`src/rtl/data_bus_arbiter_if.sv`:
```
// Bundle of the two requester ports and the shared slave port of data_bus_arbiter.
// master = arbiter side; slave = the environment (requesters and shared target).
interface data_bus_arbiter_if #(
    parameter int unsigned DATA_WIDTH = 32,
    parameter int unsigned ADDR_WIDTH = 32
);
    logic                  m0_req,    m1_req;
    logic                  m0_wren,   m1_wren;
    logic [ADDR_WIDTH-1:0] m0_addr,   m1_addr;
    logic [DATA_WIDTH-1:0] m0_wrdata, m1_wrdata;
    logic                  m0_gnt,    m1_gnt;
    logic                  m0_done,   m1_done;
    logic                  m0_err,    m1_err;
    logic [DATA_WIDTH-1:0] m0_rddata, m1_rddata;
    logic                  s_req;
    logic                  s_wren;
    logic [ADDR_WIDTH-1:0] s_addr;
    logic [DATA_WIDTH-1:0] s_wrdata;
    logic                  s_ack;
    logic [DATA_WIDTH-1:0] s_rddata;

    modport master (
        input  m0_req, m1_req, m0_wren, m1_wren, m0_addr, m1_addr, m0_wrdata, m1_wrdata,
        input  s_ack, s_rddata,
        output m0_gnt, m1_gnt, m0_done, m1_done, m0_err, m1_err, m0_rddata, m1_rddata,
        output s_req, s_wren, s_addr, s_wrdata
    );

    modport slave (
        output m0_req, m1_req, m0_wren, m1_wren, m0_addr, m1_addr, m0_wrdata, m1_wrdata,
        output s_ack, s_rddata,
        input  m0_gnt, m1_gnt, m0_done, m1_done, m0_err, m1_err, m0_rddata, m1_rddata,
        input  s_req, s_wren, s_addr, s_wrdata
    );
endinterface

```
`src/rtl/data_bus_arbiter.sv`:
```
// Two-requester round-robin arbiter onto a single shared slave port, with an optional
// BUSY timeout that aborts a transaction the slave never acknowledges.
module data_bus_arbiter #(
    parameter int unsigned DATA_WIDTH     = 32,
    parameter int unsigned ADDR_WIDTH     = 32,
    parameter int unsigned TIMEOUT_CYCLES = 16
) (
    input logic               clk,
    input logic               rst,
    data_bus_arbiter_if.master bus
);
    localparam int unsigned CntW = (TIMEOUT_CYCLES > 1) ? $clog2(TIMEOUT_CYCLES) : 1;
    localparam logic [CntW-1:0] CntMax =
        (TIMEOUT_CYCLES > 0) ? CntW'(TIMEOUT_CYCLES - 1) : '0;

    typedef enum logic [0:0] {StIdle, StBusy} state_e;

    state_e                state_q, state_d;
    logic                  owner_q, owner_d;
    logic                  last_q, last_d;
    logic                  wren_q, wren_d;
    logic [ADDR_WIDTH-1:0] addr_q, addr_d;
    logic [DATA_WIDTH-1:0] wrdata_q, wrdata_d;
    logic [CntW-1:0]       cnt_q, cnt_d;
    logic [1:0]            done_q, done_d;
    logic [1:0]            err_q, err_d;
    logic [DATA_WIDTH-1:0] rd0_q, rd0_d, rd1_q, rd1_d;
    logic [1:0]            gnt;
    logic                  win;
    logic                  fin;
    logic                  fin_err;
    logic [DATA_WIDTH-1:0] fin_data;

    always_comb begin
        state_d  = state_q;
        owner_d  = owner_q;
        last_d   = last_q;
        wren_d   = wren_q;
        addr_d   = addr_q;
        wrdata_d = wrdata_q;
        cnt_d    = cnt_q;
        done_d   = '0;
        err_d    = '0;
        rd0_d    = rd0_q;
        rd1_d    = rd1_q;
        gnt      = '0;
        fin      = 1'b0;
        fin_err  = 1'b0;
        fin_data = '0;
        // m1 wins when alone, or on a tie when m0 had the previous grant
        win      = bus.m1_req & (~bus.m0_req | ~last_q);

        unique case (state_q)
            StIdle: begin
                if (bus.m0_req | bus.m1_req) begin
                    gnt[win] = 1'b1;
                    owner_d  = win;
                    last_d   = win;
                    wren_d   = win ? bus.m1_wren   : bus.m0_wren;
                    addr_d   = win ? bus.m1_addr   : bus.m0_addr;
                    wrdata_d = win ? bus.m1_wrdata : bus.m0_wrdata;
                    cnt_d    = '0;
                    state_d  = StBusy;
                end
            end
            StBusy: begin
                // An ack on the limit cycle takes priority over the timeout
                if (bus.s_ack) begin
                    fin      = 1'b1;
                    fin_data = wren_q ? '0 : bus.s_rddata;
                end else if (TIMEOUT_CYCLES != 0 && cnt_q == CntMax) begin
                    fin     = 1'b1;
                    fin_err = 1'b1;
                end else begin
                    cnt_d = cnt_q + 1'b1;
                end
                if (fin) begin
                    state_d         = StIdle;
                    done_d[owner_q] = 1'b1;
                    err_d[owner_q]  = fin_err;
                    if (owner_q) rd1_d = fin_data;
                    else         rd0_d = fin_data;
                end
            end
            default: state_d = StIdle;
        endcase
    end

    always_ff @(posedge clk or negedge rst) begin
        if (!rst) begin
            state_q  <= StIdle;
            owner_q  <= 1'b0;
            last_q   <= 1'b1;
            wren_q   <= 1'b0;
            addr_q   <= '0;
            wrdata_q <= '0;
            cnt_q    <= '0;
            done_q   <= '0;
            err_q    <= '0;
            rd0_q    <= '0;
            rd1_q    <= '0;
        end else begin
            state_q  <= state_d;
            owner_q  <= owner_d;
            last_q   <= last_d;
            wren_q   <= wren_d;
            addr_q   <= addr_d;
            wrdata_q <= wrdata_d;
            cnt_q    <= cnt_d;
            done_q   <= done_d;
            err_q    <= err_d;
            rd0_q    <= rd0_d;
            rd1_q    <= rd1_d;
        end
    end

    // Grants are combinational, so mask them while reset is held
    assign bus.m0_gnt    = gnt[0] & rst;
    assign bus.m1_gnt    = gnt[1] & rst;
    assign bus.m0_done   = done_q[0];
    assign bus.m1_done   = done_q[1];
    assign bus.m0_err    = err_q[0];
    assign bus.m1_err    = err_q[1];
    assign bus.m0_rddata = rd0_q;
    assign bus.m1_rddata = rd1_q;
    assign bus.s_req     = (state_q == StBusy);
    assign bus.s_wren    = wren_q;
    assign bus.s_addr    = addr_q;
    assign bus.s_wrdata  = wrdata_q;

endmodule

```
`src/flat_wrapper.sv`:
```
// flat-port wrapper written by rule: the top's interface ports become plain ports
module data_bus_arbiter_flat 
#(
    parameter int unsigned DATA_WIDTH     = 32,
    parameter int unsigned ADDR_WIDTH     = 32,
    parameter int unsigned TIMEOUT_CYCLES = 16
)
  (clk, rst, bus_m0_req, bus_m1_req, bus_m0_wren, bus_m1_wren, bus_m0_addr, bus_m1_addr, bus_m0_wrdata, bus_m1_wrdata, bus_s_ack, bus_s_rddata, bus_m0_gnt, bus_m1_gnt, bus_m0_done, bus_m1_done, bus_m0_err, bus_m1_err, bus_m0_rddata, bus_m1_rddata, bus_s_req, bus_s_wren, bus_s_addr, bus_s_wrdata);
  data_bus_arbiter_if #(.DATA_WIDTH(DATA_WIDTH), .ADDR_WIDTH(ADDR_WIDTH)) bus_i ();
  input logic clk;
  input logic rst;
  input wire logic [$bits(bus_i.m0_req)-1:0] bus_m0_req;
  input wire logic [$bits(bus_i.m1_req)-1:0] bus_m1_req;
  input wire logic [$bits(bus_i.m0_wren)-1:0] bus_m0_wren;
  input wire logic [$bits(bus_i.m1_wren)-1:0] bus_m1_wren;
  input wire logic [$bits(bus_i.m0_addr)-1:0] bus_m0_addr;
  input wire logic [$bits(bus_i.m1_addr)-1:0] bus_m1_addr;
  input wire logic [$bits(bus_i.m0_wrdata)-1:0] bus_m0_wrdata;
  input wire logic [$bits(bus_i.m1_wrdata)-1:0] bus_m1_wrdata;
  input wire logic [$bits(bus_i.s_ack)-1:0] bus_s_ack;
  input wire logic [$bits(bus_i.s_rddata)-1:0] bus_s_rddata;
  output wire logic [$bits(bus_i.m0_gnt)-1:0] bus_m0_gnt;
  output wire logic [$bits(bus_i.m1_gnt)-1:0] bus_m1_gnt;
  output wire logic [$bits(bus_i.m0_done)-1:0] bus_m0_done;
  output wire logic [$bits(bus_i.m1_done)-1:0] bus_m1_done;
  output wire logic [$bits(bus_i.m0_err)-1:0] bus_m0_err;
  output wire logic [$bits(bus_i.m1_err)-1:0] bus_m1_err;
  output wire logic [$bits(bus_i.m0_rddata)-1:0] bus_m0_rddata;
  output wire logic [$bits(bus_i.m1_rddata)-1:0] bus_m1_rddata;
  output wire logic [$bits(bus_i.s_req)-1:0] bus_s_req;
  output wire logic [$bits(bus_i.s_wren)-1:0] bus_s_wren;
  output wire logic [$bits(bus_i.s_addr)-1:0] bus_s_addr;
  output wire logic [$bits(bus_i.s_wrdata)-1:0] bus_s_wrdata;
  assign bus_i.m0_req = bus_m0_req;
  assign bus_i.m1_req = bus_m1_req;
  assign bus_i.m0_wren = bus_m0_wren;
  assign bus_i.m1_wren = bus_m1_wren;
  assign bus_i.m0_addr = bus_m0_addr;
  assign bus_i.m1_addr = bus_m1_addr;
  assign bus_i.m0_wrdata = bus_m0_wrdata;
  assign bus_i.m1_wrdata = bus_m1_wrdata;
  assign bus_i.s_ack = bus_s_ack;
  assign bus_i.s_rddata = bus_s_rddata;
  assign bus_m0_gnt = bus_i.m0_gnt;
  assign bus_m1_gnt = bus_i.m1_gnt;
  assign bus_m0_done = bus_i.m0_done;
  assign bus_m1_done = bus_i.m1_done;
  assign bus_m0_err = bus_i.m0_err;
  assign bus_m1_err = bus_i.m1_err;
  assign bus_m0_rddata = bus_i.m0_rddata;
  assign bus_m1_rddata = bus_i.m1_rddata;
  assign bus_s_req = bus_i.s_req;
  assign bus_s_wren = bus_i.s_wren;
  assign bus_s_addr = bus_i.s_addr;
  assign bus_s_wrdata = bus_i.s_wrdata;
  data_bus_arbiter #(.DATA_WIDTH(DATA_WIDTH), .ADDR_WIDTH(ADDR_WIDTH), .TIMEOUT_CYCLES(TIMEOUT_CYCLES)) u_core (.clk(clk), .rst(rst), .bus(bus_i));
endmodule
```
`config.mk`:
```
export PLATFORM = sky130hd
export DESIGN_NAME = data_bus_arbiter_flat
export DESIGN_NICKNAME = d
export VERILOG_FILES = /design/src/rtl/data_bus_arbiter_if.sv /design/src/rtl/data_bus_arbiter.sv /design/src/flat_wrapper.sv
export SDC_FILE = /design/constraint.sdc
export NUM_CORES = 1
export LEC_CHECK = 0
export ABC_AREA = 1
export CAP_MARGIN = 5
export CORE_ASPECT_RATIO = 1.25
export CORE_MARGIN = 4
export CORE_UTILIZATION = 36
export CTS_CLUSTER_DIAMETER = 60
export DETAILED_ROUTE_END_ITERATION = 6
export HOLD_SLACK_MARGIN = 0.15
export PLACE_DENSITY = 0.9
export SLEW_MARGIN = 40
export SYNTH_ARGS = -nofsm -noshare
export SYNTH_HDL_FRONTEND = slang
export SYNTH_SLANG_ARGS = --single-unit
```
`constraint.sdc`:
```
create_clock -name clk -period 1.45 [get_ports clk]
set_input_delay 0.145 -clock clk [delete_from_list [all_inputs] [get_ports clk]]
set_output_delay 0.145 -clock clk [all_outputs]
set_load 0.03 [all_outputs]
```
==> impl_metrics.json <==
{
  "drt-wirelength-per-cell_um": 20.1,
  "final_cells": 1220,
  "row_count": 51,
  "synth_seq_cells": 140,
  "routed_wl_um": 24500,
  "nets": 1163,
  "synthToLayoutAreaGrowth_pct": 90.0,
  "setup_viol": 52,
  "crit_arrival_ns": 1.44,
  "fin_skew_ns": 0.0124,
  "grt_usage_pct": 22.0,
  "viasPerCell": 5.08,
  "stdcell_area_um2": 10800,
  "die_w_um": 120,
  "synth_nets": 819,
  "path_cells": "inv_4 -> o21ai_4 -> buf_8 -> nor3_4 -> buf_6",
  "synth.distinct_cells": 16,
  "power_mw": 21.9,
  "period_needed_ns": 1.59,
  "cts_tree": "done",
  "ys_warn_count": 0,
  "route.detailed.drc": 0,
  "drtAntennaViolNets": 0,
  "r2r_start": "u_core.cnt_q[1]$_DFFE_PN0P_",
  "period_share_pct": 110,
  "final_util_pct": 69.5,
  "ir_worst_vdd_mv": 0.859,
  "holdPathEnd": "u_core.bus.s_addr[24]$_DFFE_PN0P_",
  "ioPinCount": 303,
  "synthesis.area_um2": 5670,
  "drv_cap": 0,
  "place_congestion": 0.785,
  "required_ns": 1.31,
  "end_kind": "primary output",
  "holdWs_ns": 0.280,
  "via_count": 6198,
  "grt_pass1_vias": 5874,
  "clkTransAtPathRegs_ns": 0.07,
  "reg2reg_depth": 7,
  "crit_path_start_kind": "flip-flop",
  "syn-instance-count": 651,
  "antenna_cells": 0,
  "slew_headroom_pct": 70.4,
  "synth_seq_area_share_pct": 61.8,
  "dpl_cell_area_um2": 9150,
  "critPathMaxFanout": 4,
  "hold_violations": 0,
  "crit_path_top_delay_cell": "dfrtp_2",
  "cts_root_buf": "clkbuf_16",
  "holdCritStartpoint": "bus_m0_addr[24]",
  "worst_slew_pin_slew_ns": 0.444,
  "slew_violations": 0,
  "worstHoldPathCells": 3,
  "grt_max_degree": 78,
  "io_buffers": 302,
  "cts_sinks": 140,
  "numCtsBuffers": 17,
  "reg2reg_to": "u_core.bus.m0_rddata[30]$_DFFE_PN0P_",
  "core_um2": 15500,
  "crit_type": "flip-flop to primary output",
  "dieHeight_um": 148,
  "post-place-ws_ns": -0.135,
  "hp-class": "input pin to flip-flop",
  "timing.critical_path.slowest_cell_delay_ns": 0.43,
  "p_per_area_nw_per_um2": 2030,
  "avgSynthCellArea_um2": 8.72,
  "drt-initial-drc-count": 487,
  "dieArea_um2": 17800,
  "status": "finished, violations left",
  "final.setup.tns_ns": -1.35,
  "clk_latency_ns": 0.42,
  "rsz0062_at_grt": "true",
  "grt_remaining_overflow": 0,
  "drive_gt1_share_pct": 21.6,
  "grt_pass1_wl_um": 30500,
  "htreeDepth": 4,
  "failed_checks": "negative setup slack",
  "dr.pass1.iters": 4,
  "grt_antenna_before_repair": 0,
  "p_leak_nw": 5.26,
  "max_freq_mhz": 630,
  "setup_ws_ns": -0.138,
  "reg2reg_slack_ns": -0.07,
  "dp_hpwl_um": 14600,
  "initial_core_util_pct": 36.6,
  "cts_buffer_depth": 2,
  "dp_cells": 1152
}
[area by class of cell]
cell class	count	area, um^2
inverter	15	61.3
fill	1110	4720
clock buffer	19	453
timing repair buffer	359	3780
clock inverter	13	179
multi-input combinational	462	2540
sequential	140	3510
tap	212	265
[layer usage]
metal	GRT usage, %	up-vias	share of wire, %
met3	7.80	74	9.4
met2	38.5	359	51
met4	8.28	0	4.4
met5	0	-	0
met1	24.5	2962	35
li1	-	2803	-
[cells in the mapped netlist, drive strengths merged]
| cell type | count | area, um^2 |
|---|---|---|
| buf | 28 | 145 |
| nor2 | 7 | 31.3 |
| inv | 15 | 56.3 |
| nor3 | 4 | 20.0 |
| o21ai | 68 | 344 |
| o211ai | 3 | 22.5 |
| ha | 1 | 12.5 |
| clkbuf | 9 | 33.8 |
| nand2 | 304 | 1140 |
| dfrtp | 139 | 3480 |
| dfstp | 1 | 26.3 |
| nand3 | 72 | 360 |
[power breakdown]
| group | leakage [nW] | total (mW) | switching (mW) | internal (mW) |
|---|---|---|---|---|
| Combinational | 3.16 | 10.5 | 6.52 | 3.94 |
| Sequential | 1.79 | 6.78 | 1.30 | 5.48 |
| Clock | 0.307 | 4.67 | 1.82 | 2.85 |
| Total | 5.26 | 21.9 | 9.63 | 12.3 |
[critical path: cells and delay by family (launching register included)]
family / cells / cell delay, ns
and+or+nand+nor: 1 / 0.17
AOI/OAI and AO/OA: 1 / 0.07
buffers and inverters: 3 / 0.36
DFF: 1 / 0.43
[state kept, by name, summed over array words and instances (netlist names), 2 cells and up]
name / cells
u_core.bus.m0_rddata: 32
u_core.bus.m1_rddata: 32
u_core.bus.s_addr: 32
u_core.bus.s_wrdata: 32
u_core.cnt_q: 4
u_core.done_q: 2
u_core.err_q: 2
[cell usage in the layout (no fill, tap or decap), types with 9 or more instances in the layout]
cell	netlist	routed
buf_12	0	13
buf_6	0	9
clkdlybuf4s50_1	0	165
clkbuf_16	0	31
dlygate4sd2_1	0	129
buf_4	2	21
nand3_1	72	68
inv_1	15	11
o21ai_2	1	40
dfrtp_1	139	138
nand2_4	0	34
nand2_1	303	239
nand2_2	1	31
o21ai_1	0	22
[timing repair]
action	in CTS	in global routing
gates resized for setup	144	215
cloned	1	23
setup endpoints to repair	141	66
hold endpoints to repair	140	0
pin swaps	2	3
buffers inserted	2	9
hold buffers	1	0
[logic make-up after synthesis]
kind of cell / share of synthesized area, %
and+or+nand+nor: 27.4
DFF: 61.8
AOI/OAI and AO/OA: 6.46
buffers and inverters: 4.15
adders and majority gates: 0.220
[worst max-delay path by stage]
stage / start / end
finish: u_core.bus.s_req$_DFF_PN0_ / bus_m0_gnt
global route: u_core.bus.s_req$_DFF_PN0_ / bus_m0_gnt
CTS: u_core.bus.s_req$_DFF_PN0_ / bus_m0_gnt
detailed placement: bus_m0_req / u_core.bus.s_wrdata[1]$_DFFE_PN0P_
global placement: bus_m0_req / u_core.bus.s_wrdata[18]$_DFFE_PN0P_
floorplan: u_core.cnt_q[0]$_DFFE_PN0P_ / u_core.bus.m0_rddata[10]$_DFFE_PN0P_
(Power assumes the default switching activity.)
